**src/rtl/seq_comparator.sv**
```systemverilog
// Sequential magnitude comparator: walks the operands CHUNK bits per clock from the MSB slice.
// Optional two's-complement mode is enabled with `define SEQ_COMPARATOR_SIGNED_EN.
//
//   state  | meaning
//   IDLE   | waiting for start
//   CMP    | comparing slice idx_q (0 = MSB slice)
//   DONE   | result valid, done pulse; start here begins the next compare
module seq_comparator #(
  parameter int WIDTH = 16,
  parameter int CHUNK = 4
) (
  input  logic             clk,
  input  logic             rst_n,
  input  logic             start,
  input  logic [WIDTH-1:0] a,
  input  logic [WIDTH-1:0] b,
`ifdef SEQ_COMPARATOR_SIGNED_EN
  input  logic             signed_mode,
`endif
  output logic             busy,
  output logic             done,
  output logic             f1,
  output logic             f2,
  output logic             f3
);

  localparam int CW     = (CHUNK < 1) ? 1 : CHUNK;
  localparam int NSLICE = (CHUNK < 1) ? 1 : WIDTH / CHUNK;
  localparam int IDX_W  = (NSLICE > 1) ? $clog2(NSLICE) : 1;

  if (CHUNK < 1) begin : g_bad_chunk
    $error("seq_comparator: CHUNK must be at least 1");
  end else if (WIDTH % CHUNK != 0) begin : g_bad_width
    $error("seq_comparator: WIDTH must be a multiple of CHUNK");
  end

  typedef enum logic [1:0] {S_IDLE, S_CMP, S_DONE} state_t;

  state_t           state_q, state_d;
  logic [WIDTH-1:0] a_q, a_d, b_q, b_d;
  logic [IDX_W-1:0] idx_q, idx_d;
  logic             f1_q, f1_d, f2_q, f2_d, f3_q, f3_d;
  logic             sgn_q, sgn_d;
  logic [CW-1:0]    a_sl, b_sl;
  logic             last_sl;

  // State register and captured datapath
  always_ff @(posedge clk or negedge rst_n) begin
    if (!rst_n) begin
      state_q <= S_IDLE;
      a_q     <= '0;
      b_q     <= '0;
      idx_q   <= '0;
      f1_q    <= 1'b0;
      f2_q    <= 1'b0;
      f3_q    <= 1'b0;
      sgn_q   <= 1'b0;
    end else begin
      state_q <= state_d;
      a_q     <= a_d;
      b_q     <= b_d;
      idx_q   <= idx_d;
      f1_q    <= f1_d;
      f2_q    <= f2_d;
      f3_q    <= f3_d;
      sgn_q   <= sgn_d;
    end
  end

  // Current slice pair; in signed mode the sign bit is flipped in the MSB slice only
  always_comb begin
    a_sl    = CW'(a_q >> (CW * (NSLICE - 1 - int'(idx_q))));
    b_sl    = CW'(b_q >> (CW * (NSLICE - 1 - int'(idx_q))));
    if (sgn_q && (idx_q == '0)) begin
      a_sl[CW-1] = ~a_sl[CW-1];
      b_sl[CW-1] = ~b_sl[CW-1];
    end
    last_sl = (idx_q == IDX_W'(NSLICE - 1));
  end

  always_comb begin
    state_d = state_q;
    a_d     = a_q;
    b_d     = b_q;
    idx_d   = idx_q;
    f1_d    = f1_q;
    f2_d    = f2_q;
    f3_d    = f3_q;
    sgn_d   = sgn_q;
    case (state_q)
      S_IDLE, S_DONE: begin
        if (start) begin
          a_d     = a;
          b_d     = b;
          idx_d   = '0;
`ifdef SEQ_COMPARATOR_SIGNED_EN
          sgn_d   = signed_mode;
`else
          sgn_d   = 1'b0;
`endif
          state_d = S_CMP;
        end else begin
          state_d = S_IDLE;
        end
      end
      S_CMP: begin
        if (a_sl != b_sl) begin
          f1_d    = (a_sl > b_sl);
          f2_d    = (a_sl < b_sl);
          f3_d    = 1'b0;
          state_d = S_DONE;
        end else if (last_sl) begin
          f1_d    = 1'b0;
          f2_d    = 1'b0;
          f3_d    = 1'b1;
          state_d = S_DONE;
        end else begin
          idx_d   = idx_q + IDX_W'(1);
        end
      end
      default: state_d = S_IDLE;
    endcase
  end

  always_comb begin
    busy = (state_q == S_CMP);
    done = (state_q == S_DONE);
    f1   = f1_q;
    f2   = f2_q;
    f3   = f3_q;
  end

endmodule

```
**config.mk**
```make
export PLATFORM = sky130hd
export DESIGN_NAME = seq_comparator
export DESIGN_NICKNAME = d
export VERILOG_FILES = /design/src/rtl/seq_comparator.sv
export SDC_FILE = /design/constraint.sdc
export NUM_CORES = 1
export LEC_CHECK = 0
export CORE_UTILIZATION = 50
export DETAILED_ROUTE_END_ITERATION = 16
export HOLD_SLACK_MARGIN = 0.1
export PLACE_DENSITY = 0.79
export SETUP_SLACK_MARGIN = 0.05
export SKIP_CTS_REPAIR_TIMING = 1
export SLEW_MARGIN = 20
export SYNTH_ARGS = -nofsm -noshare
export SYNTH_HDL_FRONTEND = slang
export SYNTH_SLANG_ARGS = --single-unit
```
**constraint.sdc**
```tcl
create_clock -name clk -period 2.65 [get_ports clk]
set_input_delay 0.795 -clock clk [delete_from_list [all_inputs] [get_ports clk]]
set_output_delay 0.795 -clock clk [all_outputs]
set_load 0.03 [all_outputs]
```
==> flow_summary_export.csv <==
group,metric,value,unit
timing,finalWorstSetupSlack,0.1938,ns
timing,slew_violations,0,
logic_synthesis,synth_cell_types,22,
power,ir_drop,0.5460,mV
clock_network,cts_root_buffer,"clkbuf_4",
layout,num_antenna_cells,0,
placement,dp_slack,0.2409,ns
setup_path,crit_chain,"nor2b_4 -> clkdlybuf4s50_1",
worst_hold_path,min_path_cells,2,
timing,rsz0062_at_grt,"false",
global_route,grt-ovfl-total,0,
clock_network,clk_pin_slew,0.11,ns
setup_path,end_kind,"output pin",
setup_path,crit_buf_inv,1,
floorplanning,die_area,3904,sq um
setup_path,reg2reg_to,"idx_q[0]",
power,clkPwrFrac,0.184,
timing,hold_viol_final,0,
drt,routed_wl,3.204,mm
timing,setup_violations,0,
logic_synthesis,netlist_area,1829,sq um
global_route,grt_pass1_wl,5.575,mm
power,seq_power_share,0.416,
power,power_frac_comb,0.400,
setup_path,critPathMaxStageDelay,0.69,ns
floorplanning,rows,21,
timing,min_period,2.456,ns
drt,viasPerCell,4.810,
worst_hold_path,hold_class,"flip-flop to flip-flop",
run,drv_cap,0,
logic_synthesis,synth_cells,187,
logic_synthesis,ys_seq_area_frac,0.5335,
timing,period_share,0.9269,
floorplanning,fp.dieW,62.49,um
floorplanning,start_util,0.5355,
power,power_density,957.9,nW/um^2
setup_path,slowest_stage,"clkdlybuf4s50_1",
global_route,antenna_found_initial,0,
global_route,grt_pass1_vias,1259,
logic_synthesis,synth-seq-cells,39,
timing,fin_setup_tns,0,ns
timing,fin_skew,0.008773,ns
clock_network,h-tree-depth,2,
worst_hold_path,hold_path_end,"a_q[10]",
setup_path,reg2reg_from,"idx_q[0]",
run_status,status,"finished clean",
drt,first_iter_violations,45,
clock_network,clk_path_buf_depth,2,
floorplanning,die_y,62.49,um
layout,syn_to_final_growth,27.63,%
setup_path,worst-endpoint-required,1.86,ns
power,switchingPower,0.0007751,W
clock_network,cts_buffers,5,
logic_synthesis,synth_warnings,0,
setup_path,worst_setup_path_start_kind,"flip-flop",
logic_synthesis,syn_nets,227,
timing,slew_headroom,0.4515,
setup_path,rrSetupSlack,0.27,ns
worst_hold_path,min_from,"a_q[10]",
power,power.leakage,1.147,nW
timing,fmax,407.1,MHz
drt,routedWlPerCell,11.69,um
setup_path,path_max_fanout,5,
floorplanning,core_area,3416,sq um
placement,io_buffers,39,
drt,drc_errors,0,
layout,fin_nets,267,
clock_network,tritoncts,"built",
drt,postRouteAntennaNets,0,
global_route,grt_max_degree,40,
clock_network,cts_num_sinks,39,
drt,routed-via-count,1318,
global_route,track_usage,0.1895,
power,swShare,0.3466,
logic_synthesis,syn_area_per_cell,9.782,sq um
timing,fin_hold_ws,0.4850,ns
setup_path,arrival,1.66,ns
placement,hpwl,2.384,mm
power,p_int,0.001461,W
setup_path,criticalPathCategory,"flip-flop to output pin",
power,finalPower,0.002236,W
clock_network,clock_latency,0.35,ns
placement,finalWeightedCongestion,0.7888,
drt,first_pass_iters,4,
floorplanning,pin_count,40,
layout,drive_gt1_frac,0.1360,
setup_path,crit_family,"buffers and inverters",
timing,worst_slew_pin_slew,0.8227,ns
setup_path,rr_worst_depth,6,
## cells by family after synthesis
kind of cell / synth area share
DFF: 0.5335
and+or+nand+nor: 0.2551
muxes: 0.09849
AOI/OAI and AO/OA: 0.03352
adders and majority gates: 0.03420
buffers and inverters: 0.04514
## metrics by stage
step | util | area, sq um | cells
floorplan | - | 1829 | 187
global placement | 0.6582 | 2248 | 266
detailed placement | 0.6582 | 2248 | 266
CTS | 0.6835 | 2335 | 274
global route | 0.6835 | 2335 | 274
finish | 0.6835 | 2335 | 274
## layout by cell type, fill, tap and decap left out, drive strengths merged
| master | n |
|---|---|
| clkbuf | 6 |
| o21ai | 5 |
| clkinv | 1 |
| and2b | 1 |
| dfrtp | 39 |
| mux4 | 8 |
| ha | 5 |
| buf | 5 |
| nor3b | 1 |
| inv | 7 |
| o21a | 1 |
| a21oi | 2 |
| or2 | 1 |
| nand2 | 102 |
| nand2b | 1 |
| clkdlybuf4s50 | 38 |
| nor2b | 2 |
| bufinv | 1 |
| nand4 | 1 |
| a32o | 1 |
## how the worst max path moves through the flow
stage                     from  cells past startpoint  endpoint  slack, ns
detailed placement    idx_q[0]                      6  idx_q[0]       0.24
finish              state_q[0]                      2      busy       0.19
CTS                 state_q[0]                      2      busy       0.15
global placement      idx_q[0]                      6  idx_q[0]       0.30
floorplan             idx_q[0]                      7  idx_q[0]       0.61
global route        state_q[0]                      2      busy       0.07
## power groups by stage
| stage | Combinational, W | Clock, W | Sequential (W) |
|---|---|---|---|
| floorplan | 0.000675 | 0 | 0.000923 |
| global placement | 0.000870 | 0 | 0.000947 |
| detailed placement | 0.000904 | 0 | 0.000945 |
| CTS | 0.000909 | 0.000421 | 0.000935 |
| global route | 0.000996 | 0.000453 | 0.000961 |
| finish | 0.000896 | 0.000411 | 0.000930 |
## synth_stat cells
master / n / share of area
nor2b_4: 1 / 0.0075
nand2_1: 102 / 0.21
inv_1: 6 / 0.012
nand2b_1: 1 / 0.0034
or2_4: 1 / 0.0048
nand4_4: 1 / 0.012
buf_2: 8 / 0.022
buf_6: 1 / 0.0062
o21ai_1: 1 / 0.0027
dfrtp_1: 39 / 0.53
nor3b_4: 1 / 0.010
and2b_2: 1 / 0.0048
o21a_1: 1 / 0.0041
mux4_2: 8 / 0.098
a21oi_1: 2 / 0.0055
inv_2: 1 / 0.0021
o21ai_0: 2 / 0.0055
o21ai_2: 2 / 0.0096
a32o_2: 1 / 0.0062
ha_1: 5 / 0.034
nor2b_1: 1 / 0.0034
clkbuf_2: 1 / 0.0027
## per-layer routing
layer,vias to the layer above,wire (um),track usage
met5,-,0,0
met2,38,1509,0.2826
met3,8,142,0.04380
met4,0,75,0.1134
li1,673,-,-
met1,599,1476,0.2521
## flip-flops by register name (all words and copies together), names as in the netlist
signal   count
idx_q        2
b_q         16
a_q         16
f3           1
f1           1
state_q      2
f2           1
## cell type report
class	count	area, sq um
repair buffers	43	415.4
fillers	287	1081
inverters	7	26.28
clock buffers	6	51.30
multi-input cells	131	773.2
well taps	46	57.56
clock inverters	2	35.03
flip-flops and latches	39	975.9
## tightest hold or removal path, delay by kind of cell (launching register included)
family | cells | cell delay [ns]
and+or+nand+nor | 2 | 0.10
DFF | 1 | 0.36
Note: power is estimated with default switching activity, not from simulation.
